===== config.mk =====
export PLATFORM = sky130hd
export DESIGN_NAME = uvma_dadder_cp_sched
export DESIGN_NICKNAME = d
export VERILOG_FILES = /design/src/rtl/uvma_dadder_cp_sched.sv
export SDC_FILE = /design/constraint.sdc
export NUM_CORES = 1
export LEC_CHECK = 0
export CAP_MARGIN = 20
export CORE_MARGIN = 3
export CORE_UTILIZATION = 48
export DETAILED_ROUTE_END_ITERATION = 12
export HOLD_SLACK_MARGIN = 0.05
export PLACE_DENSITY = 0.77
export SETUP_SLACK_MARGIN = 0.02
export SYNTH_ARGS = -nofsm -noshare
export SYNTH_HDL_FRONTEND = slang
export SYNTH_SLANG_ARGS = --single-unit

===== constraint.sdc =====
create_clock -name clk -period 1.9 [get_ports clk]
set_input_delay 0.38 -clock clk [delete_from_list [all_inputs] [get_ports clk]]
set_output_delay 0.38 -clock clk [all_outputs]
set_load 0.1 [all_outputs]

===== src/rtl/uvma_dadder_cp_sched.sv =====
// Round-robin control-plane scheduler for a shared decimal adder/subtracter.
// Grants one requester at a time, pulses en/op for the winner, waits the
// datapath latency, then pulses that requester's response strobe.
module uvma_dadder_cp_sched #(
    parameter  int NUM_REQ = 4,
    parameter  int LATENCY = 2,
    localparam int SEL_W   = $clog2(NUM_REQ)
) (
    input  logic               clk,
    input  logic               reset,
    input  logic [NUM_REQ-1:0] req_valid,
    input  logic [NUM_REQ-1:0] req_op,
    output logic [NUM_REQ-1:0] req_ready,
    output logic               en,
    output logic               op,
    output logic [SEL_W-1:0]   sel,
    output logic               sel_vld,
    output logic [NUM_REQ-1:0] rsp_valid
);

    typedef enum logic [1:0] {IDLE, ISSUE, WAIT, DONE} state_t;

    state_t             state;
    logic [3:0]         cnt;
    logic [SEL_W-1:0]   prio_ptr;
    logic [SEL_W-1:0]   win;
    logic               found;
    logic [NUM_REQ-1:0] sel_oh;
    logic [NUM_REQ-1:0] win_oh;

    // Rotating priority search starting at prio_ptr; the index wraps
    // explicitly so non-power-of-2 NUM_REQ never reaches an unused slot.
    always_comb begin
        int idx;
        win   = '0;
        found = 1'b0;
        idx   = 0;
        for (int k = 0; k < NUM_REQ; k++) begin
            idx = int'(prio_ptr) + k;
            if (idx >= NUM_REQ) idx = idx - NUM_REQ;
            if (!found && req_valid[idx[SEL_W-1:0]]) begin
                found = 1'b1;
                win   = idx[SEL_W-1:0];
            end
        end
    end

    // One-hot forms of the arbitration winner and the current owner.
    always_comb begin
        win_oh = NUM_REQ'(1) << win;
        sel_oh = NUM_REQ'(1) << sel;
    end

    // Ready is only offered from IDLE, and is held low while reset is applied
    // so no handshake can complete in the reset cycle.
    always_comb begin
        req_ready = '0;
        if (state == IDLE && found && !reset) req_ready = win_oh;
    end

    // Scheduler FSM; every control-plane output is registered so en/op move
    // only on the clock edge. The op register doubles as the latched op_q.
    always_ff @(posedge clk) begin
        if (reset) begin
            state     <= IDLE;
            en        <= 1'b0;
            op        <= 1'b0;
            sel       <= '0;
            sel_vld   <= 1'b0;
            rsp_valid <= '0;
            cnt       <= '0;
            prio_ptr  <= '0;
        end else begin
            case (state)
                IDLE: begin
                    if (found) begin
                        state   <= ISSUE;
                        sel     <= win;
                        op      <= req_op[win];
                        en      <= 1'b1;
                        sel_vld <= 1'b1;
                    end
                end
                ISSUE: begin
                    en  <= 1'b0;
                    op  <= 1'b0;
                    cnt <= 4'(LATENCY - 1);
                    if (LATENCY == 1) begin
                        state     <= DONE;
                        rsp_valid <= sel_oh;
                    end else begin
                        state <= WAIT;
                    end
                end
                WAIT: begin
                    cnt <= cnt - 4'd1;
                    if (cnt == 4'd1) begin
                        state     <= DONE;
                        rsp_valid <= sel_oh;
                    end
                end
                DONE: begin
                    rsp_valid <= '0;
                    sel_vld   <= 1'b0;
                    prio_ptr  <= (sel == SEL_W'(NUM_REQ - 1)) ? '0 : sel + 1'b1;
                    state     <= IDLE;
                end
                default: state <= IDLE;
            endcase
        end
    end

endmodule


# After elaboration in Yosys (flattened, before gate mapping)
# Index checks and enable logic that the tools add are counted.
[totals]
reg_bits = 17
word_cells = 89
[op_classes]
addsub = 9
n_lt_le_gt_ge = 9
eq_ne = 7
shifts = 2
mux = 35
reduce_logical = 19
[ops]
columns = ["cell", "n"]
rows = [
  ["$mux 2", 11],
  ["$pmux 4 s2", 2],
  ["$lt 2x3->1 const B", 5],
  ["$mux 1", 11],
  ["$bmux 1 s2", 5],
  ["$reduce_and 2->1", 5],
  ["$ge 3x3->1 const B", 3],
  ["$mux 4", 2],
  ["$pmux 2 s4", 1],
  ["$reduce_bool 2->1", 4],
  ["$shl 1x2->4 const A", 2],
  ["$sub 2x1->2 const B", 4],
  ["$add 2x2->3 const B", 2],
  ["$eq 2x2->1 const B", 3],
  ["$pmux 1 s2", 3],
  ["$logic_and 1x1->1", 5],
  ["$eq 4x1->1 const B", 1],
  ["$logic_not 1->1", 4],
  ["$ne 2x2->1 const B", 2],
  ["$sub 4x1->4 const B", 1],
  ["$add 2x1->3 const B", 1],
  ["$ge 2x3->1 const B", 1],
  ["$add 2x1->2 const B", 1],
  ["$eq 2x1->1 const B", 1],
  ["$logic_not 2->1", 1],
]

# Longest topological paths before layout
[depth]
word_depth = 18
mapped_depth = 8

# Worst setup path after synthesis
# OpenSTA, ideal clock, no wires.
[synth_timing]
kind = "input -> output"
start = "input port req_valid[2]"
end = "output port req_ready[0]"
arrival_ns = 2.243
required_ns = 1.520
path_slack_ns = -0.723
path_stages = 5
n_path_buf = 0
cell_sequence = "nor2b_1 > nor2_1 > o221a_2 > nand2b_1 > nor2_1"
[synth_between]
elab_chain_len = 15
word_cells_on_any_way = 26
[synth_lines]
columns = ["item", "line_no", "source"]
rows = [
  ["start: declaration", "11", "input logic [NUM_REQ-1:0] req_valid,"],
  ["$bmux 1 s2", "41", "if (!found && req_valid[idx[SEL_W-1:0]]) begin"],
  ["$mux 1 (not written as such)", "41", ""],
  ["$mux 1", "41", ""],
  ["$logic_not 1->1", "41", ""],
  ["$logic_and 1x1->1", "41", ""],
  ["$mux 1", "41", ""],
  ["$logic_not 1->1", "41", ""],
  ["$logic_and 1x1->1", "41", ""],
  ["$mux 1", "41", ""],
  ["$logic_not 1->1", "41", ""],
  ["$logic_and 1x1->1", "41", ""],
  ["$mux 1", "41", ""],
  ["$logic_and 1x1->1 (2 in series)", "58", "if (state == IDLE && found && !reset) req_ready = win_oh;"],
  ["$mux 4 *", "58", ""],
  ["end: declaration", "13", "output logic [NUM_REQ-1:0] req_ready,"],
]
# Mark *: on every way between the ends. The rest lies on a longest branch, timed or not. The select of a mux whose other input is x is not followed.

# Final worst setup path
[layout_timing]
start = "register prio_ptr[0]"
end = "output port req_ready[2]"
[layout_between]
elab_chain_len = 17
word_cells_on_any_way = 41
[layout_lines]
columns = ["item", "line_no", "source"]
rows = [
  ["start: declaration", "25", "logic [SEL_W-1:0] prio_ptr;"],
  ["start signal: assignment", "105", "prio_ptr <= (sel == SEL_W'(NUM_REQ - 1)) ? '0 : sel + 1'b1;"],
  ["parallel branches: the longest is 16 deep, another holds $add 2x1->3", "n/a", ""],
  ["$mux 4 *", "58", ""],
]
# Every way passes the cells marked *. The select of a mux whose other input is x is not followed.

==> flow_summary.yaml <==
finish:
  n_antenna_cell: 0
  drive_above_1_share_pct: 29.75
  syn2layout_area_growth_pct: 47.12
  final_core_util_pct: 80.07
  final_cells: 183
  nNetsFinal: 180
  layout_common_cells: "nor2_1, buf_4, dfxtp_1"
  layout_commonest_cell: "nor2_1"
floorplanning:
  dieArea_um2: 2669
  ios: 23
  die_h_um: 51.67
  start_util_pct: 54.42
  core-area_um2: 1839
  die_w_um: 51.67
  num_rows: 15
status:
  violations: "negative setup slack"
  status: "finished with violations"
setup_path:
  endpoint_kind: "output pin"
  critPathTopFamily: "simple AND/OR/NAND/NOR gates"
  cpPeakStageDelay_ns: 0.34
  path_cells: "and2b_1 > nor2_1 > o221a_2 > nand2b_4 > nor2_4 > buf_12"
  worstPathArrival_ns: 1.63
  critPathRequiredTime_ns: 1.52
  path_buf_inv: 1
  critical-path-slowest-cell: "dfxtp_2"
  crit_type: "reg2out"
  cp-start-kind: "flip-flop"
  worstPathMaxFanout: 3
clock_tree:
  clock_sinks: 17
  htree_levels: 1
  cts_root_buf: "clkbuf_4"
  clk_latency_ns: 0.30
  numCtsBuffers: 3
  cts_tree: "yes"
  hold_buffers: 0
  clk_pin_slew_worst_paths_ns: 0.10
  cts.path.max_buffers: 2
route:
  routed_wl_um: 2434
  via_count: 963
  drc_errors: 0
  dr.first_iter.drc_count: 11
  avgRoutedWirePerCell_um: 13.30
  ant_nets: 0
  vias_per_cell: 5.262
  dr.pass1.iters: 4
grt:
  met3_usage_pct: 6.877
  grt_first_pass_wirelength_um: 4284
  grt_overflow: 0
  busiest_layer: "met2"
  first_global_vias: 968
  antenna_found_initial: 0
  grt_max_degree: 18
  use_met2_pct: 38.56
  track_usage_pct: 21.57
  met1_usage_pct: 25.22
timing:
  final-hold-violation-count: 0
  rsz0062_at_grt: "yes"
  max_slew.worst_pin.slew_ns: 0.4088
  clock_skew_ns: 0.008852
  max-slew-margin-rel_pct: 72.66
  fin_crit_ns: 2.015
  fmax_mhz: 496.3
  setup_viol: 4
  finalCritPeriodShare_pct: 106.1
  final_max_slew_viol_count: 0
  worst_slack_ns: -0.1150
synthesis:
  synth_fp_nets: 146
  synth.distinct_cells: 27
  ys_seq_area_share_pct: 34.00
  postSynthAreaPerCell_um2: 8.008
  yosys_warnings: 0
  syn_area_um2: 1001
  synthCells: 125
  ys_ff_latch: 17
placed_design:
  place_hpwl_um: 1861
  place_congestion: 0.7495
  dpl.cell_count: 176
  io_buffers: 22
power_and_ir_drop:
  power.leakage_nw: 0.6188
  p_per_area_nw_per_um2: 1352
  finalPower_w: 0.001991
  peakVddDrop_v: 0.001207
min_path:
  min_path_type: "reg2reg"
flow_run:
  maxCapViolCount: 0
## final timing paths
kind	end	startpoint	slack, ns	cells after the start
worst max register to register	rsp_valid[0]	state[0]	0.22	7
worst min register to register	rsp_valid[0]	rsp_valid[0]	0.51	2
worst min-delay path	rsp_valid[0]	rsp_valid[0]	0.51	2
worst max-delay path	req_ready[2]	prio_ptr[0]	-0.11	6
## worst min-delay path: stages, from the launching register on
cell and delay [ns]:
dfxtp_1 0.35, a21oi_1 0.07, nor2_1 0.07
## final cells by class
type                            count  area, um^2
Timing Repair Buffer               33       352.8
Clock buffer                        3       22.52
Inverter                            8       30.03
Sequential cell                    17       341.6
Multi-Input combinational cell     96       689.4
Tap cell                           25       31.28
Clock inverter                      1       5.005
Fill cell                         141       366.6
## power by group
group | switching (W) | internal [W] | leakage [nW]
clock network | 0.000114 | 0.0000785 | 0.0177
registers | 0.0000911 | 0.000445 | 0.139
logic | 0.000800 | 0.000462 | 0.462
## synth_stat cells (all sizes together)
library cell / n / area, um^2
and2: 1 / 6.260
nor2b: 6 / 37.54
nor3: 3 / 15.01
ha: 11 / 137.6
a211o: 1 / 8.760
nand2: 6 / 22.52
and2b: 1 / 7.510
nand2b: 3 / 21.27
o21a: 1 / 8.760
nor2: 28 / 105.1
clkbuf: 2 / 7.510
nor4: 1 / 6.260
nand3: 1 / 5.000
a31oi: 1 / 12.51
nor3b: 4 / 30.03
a21oi: 12 / 60.06
inv: 8 / 30.03
dfxtp: 17 / 340.3
mux2i: 6 / 60.06
o21ai: 6 / 33.78
buf: 2 / 10.01
o22a: 1 / 8.760
o221a: 1 / 11.26
or3: 1 / 6.260
nand4b: 1 / 8.760
## layer usage
| metal | up-vias | wire [um] |
|---|---|---|
| li1 | 488 | - |
| met1 | 455 | 1076 |
| met2 | 18 | 1253 |
| met3 | 2 | 94 |
| met4 | 0 | 10 |
| met5 | - | 0 |
## flip-flops by register name, indices dropped and copies added (netlist names)
signal,cells
cnt,4
en,1
op,1
prio_ptr,2
rsp_valid,4
sel,2
sel_vld,1
state,2
## metrics by stage
stage | TNS [ns] | hold WS, ns | instance area, um^2 | setup slack [ns]
final | -0.3827 | 0.5100 | 1473 | -0.1150
after global routing | -0.6237 | 0.5344 | 1473 | -0.1834
after CTS | -0.3855 | 0.5111 | 1458 | -0.1380
after detailed placement | -1.841 | 0.4856 | 1380 | -0.4501
after global placement | -1.538 | 0.4668 | 1380 | -0.3854
after floorplan | -0.05102 | 0.4663 | 1031 | -0.02551
## logic make-up after synthesis
family,Yosys count,synth area share (%)
and+or+nand+nor,56,27.13
muxes,6,6.000
DFF,17,34.00
AOI/OAI and AO/OA,23,14.38
adders and majority gates,11,13.75
buffers and inverters,12,4.750
## timing repair
action | CTS | global route
endpoints found under the setup margin | 4 | 5
setup buffers | 1 | 2
pin swaps | 4 | 1
resized for setup | 18 | 1
No activity file was read; power rests on OpenSTA's default activity.
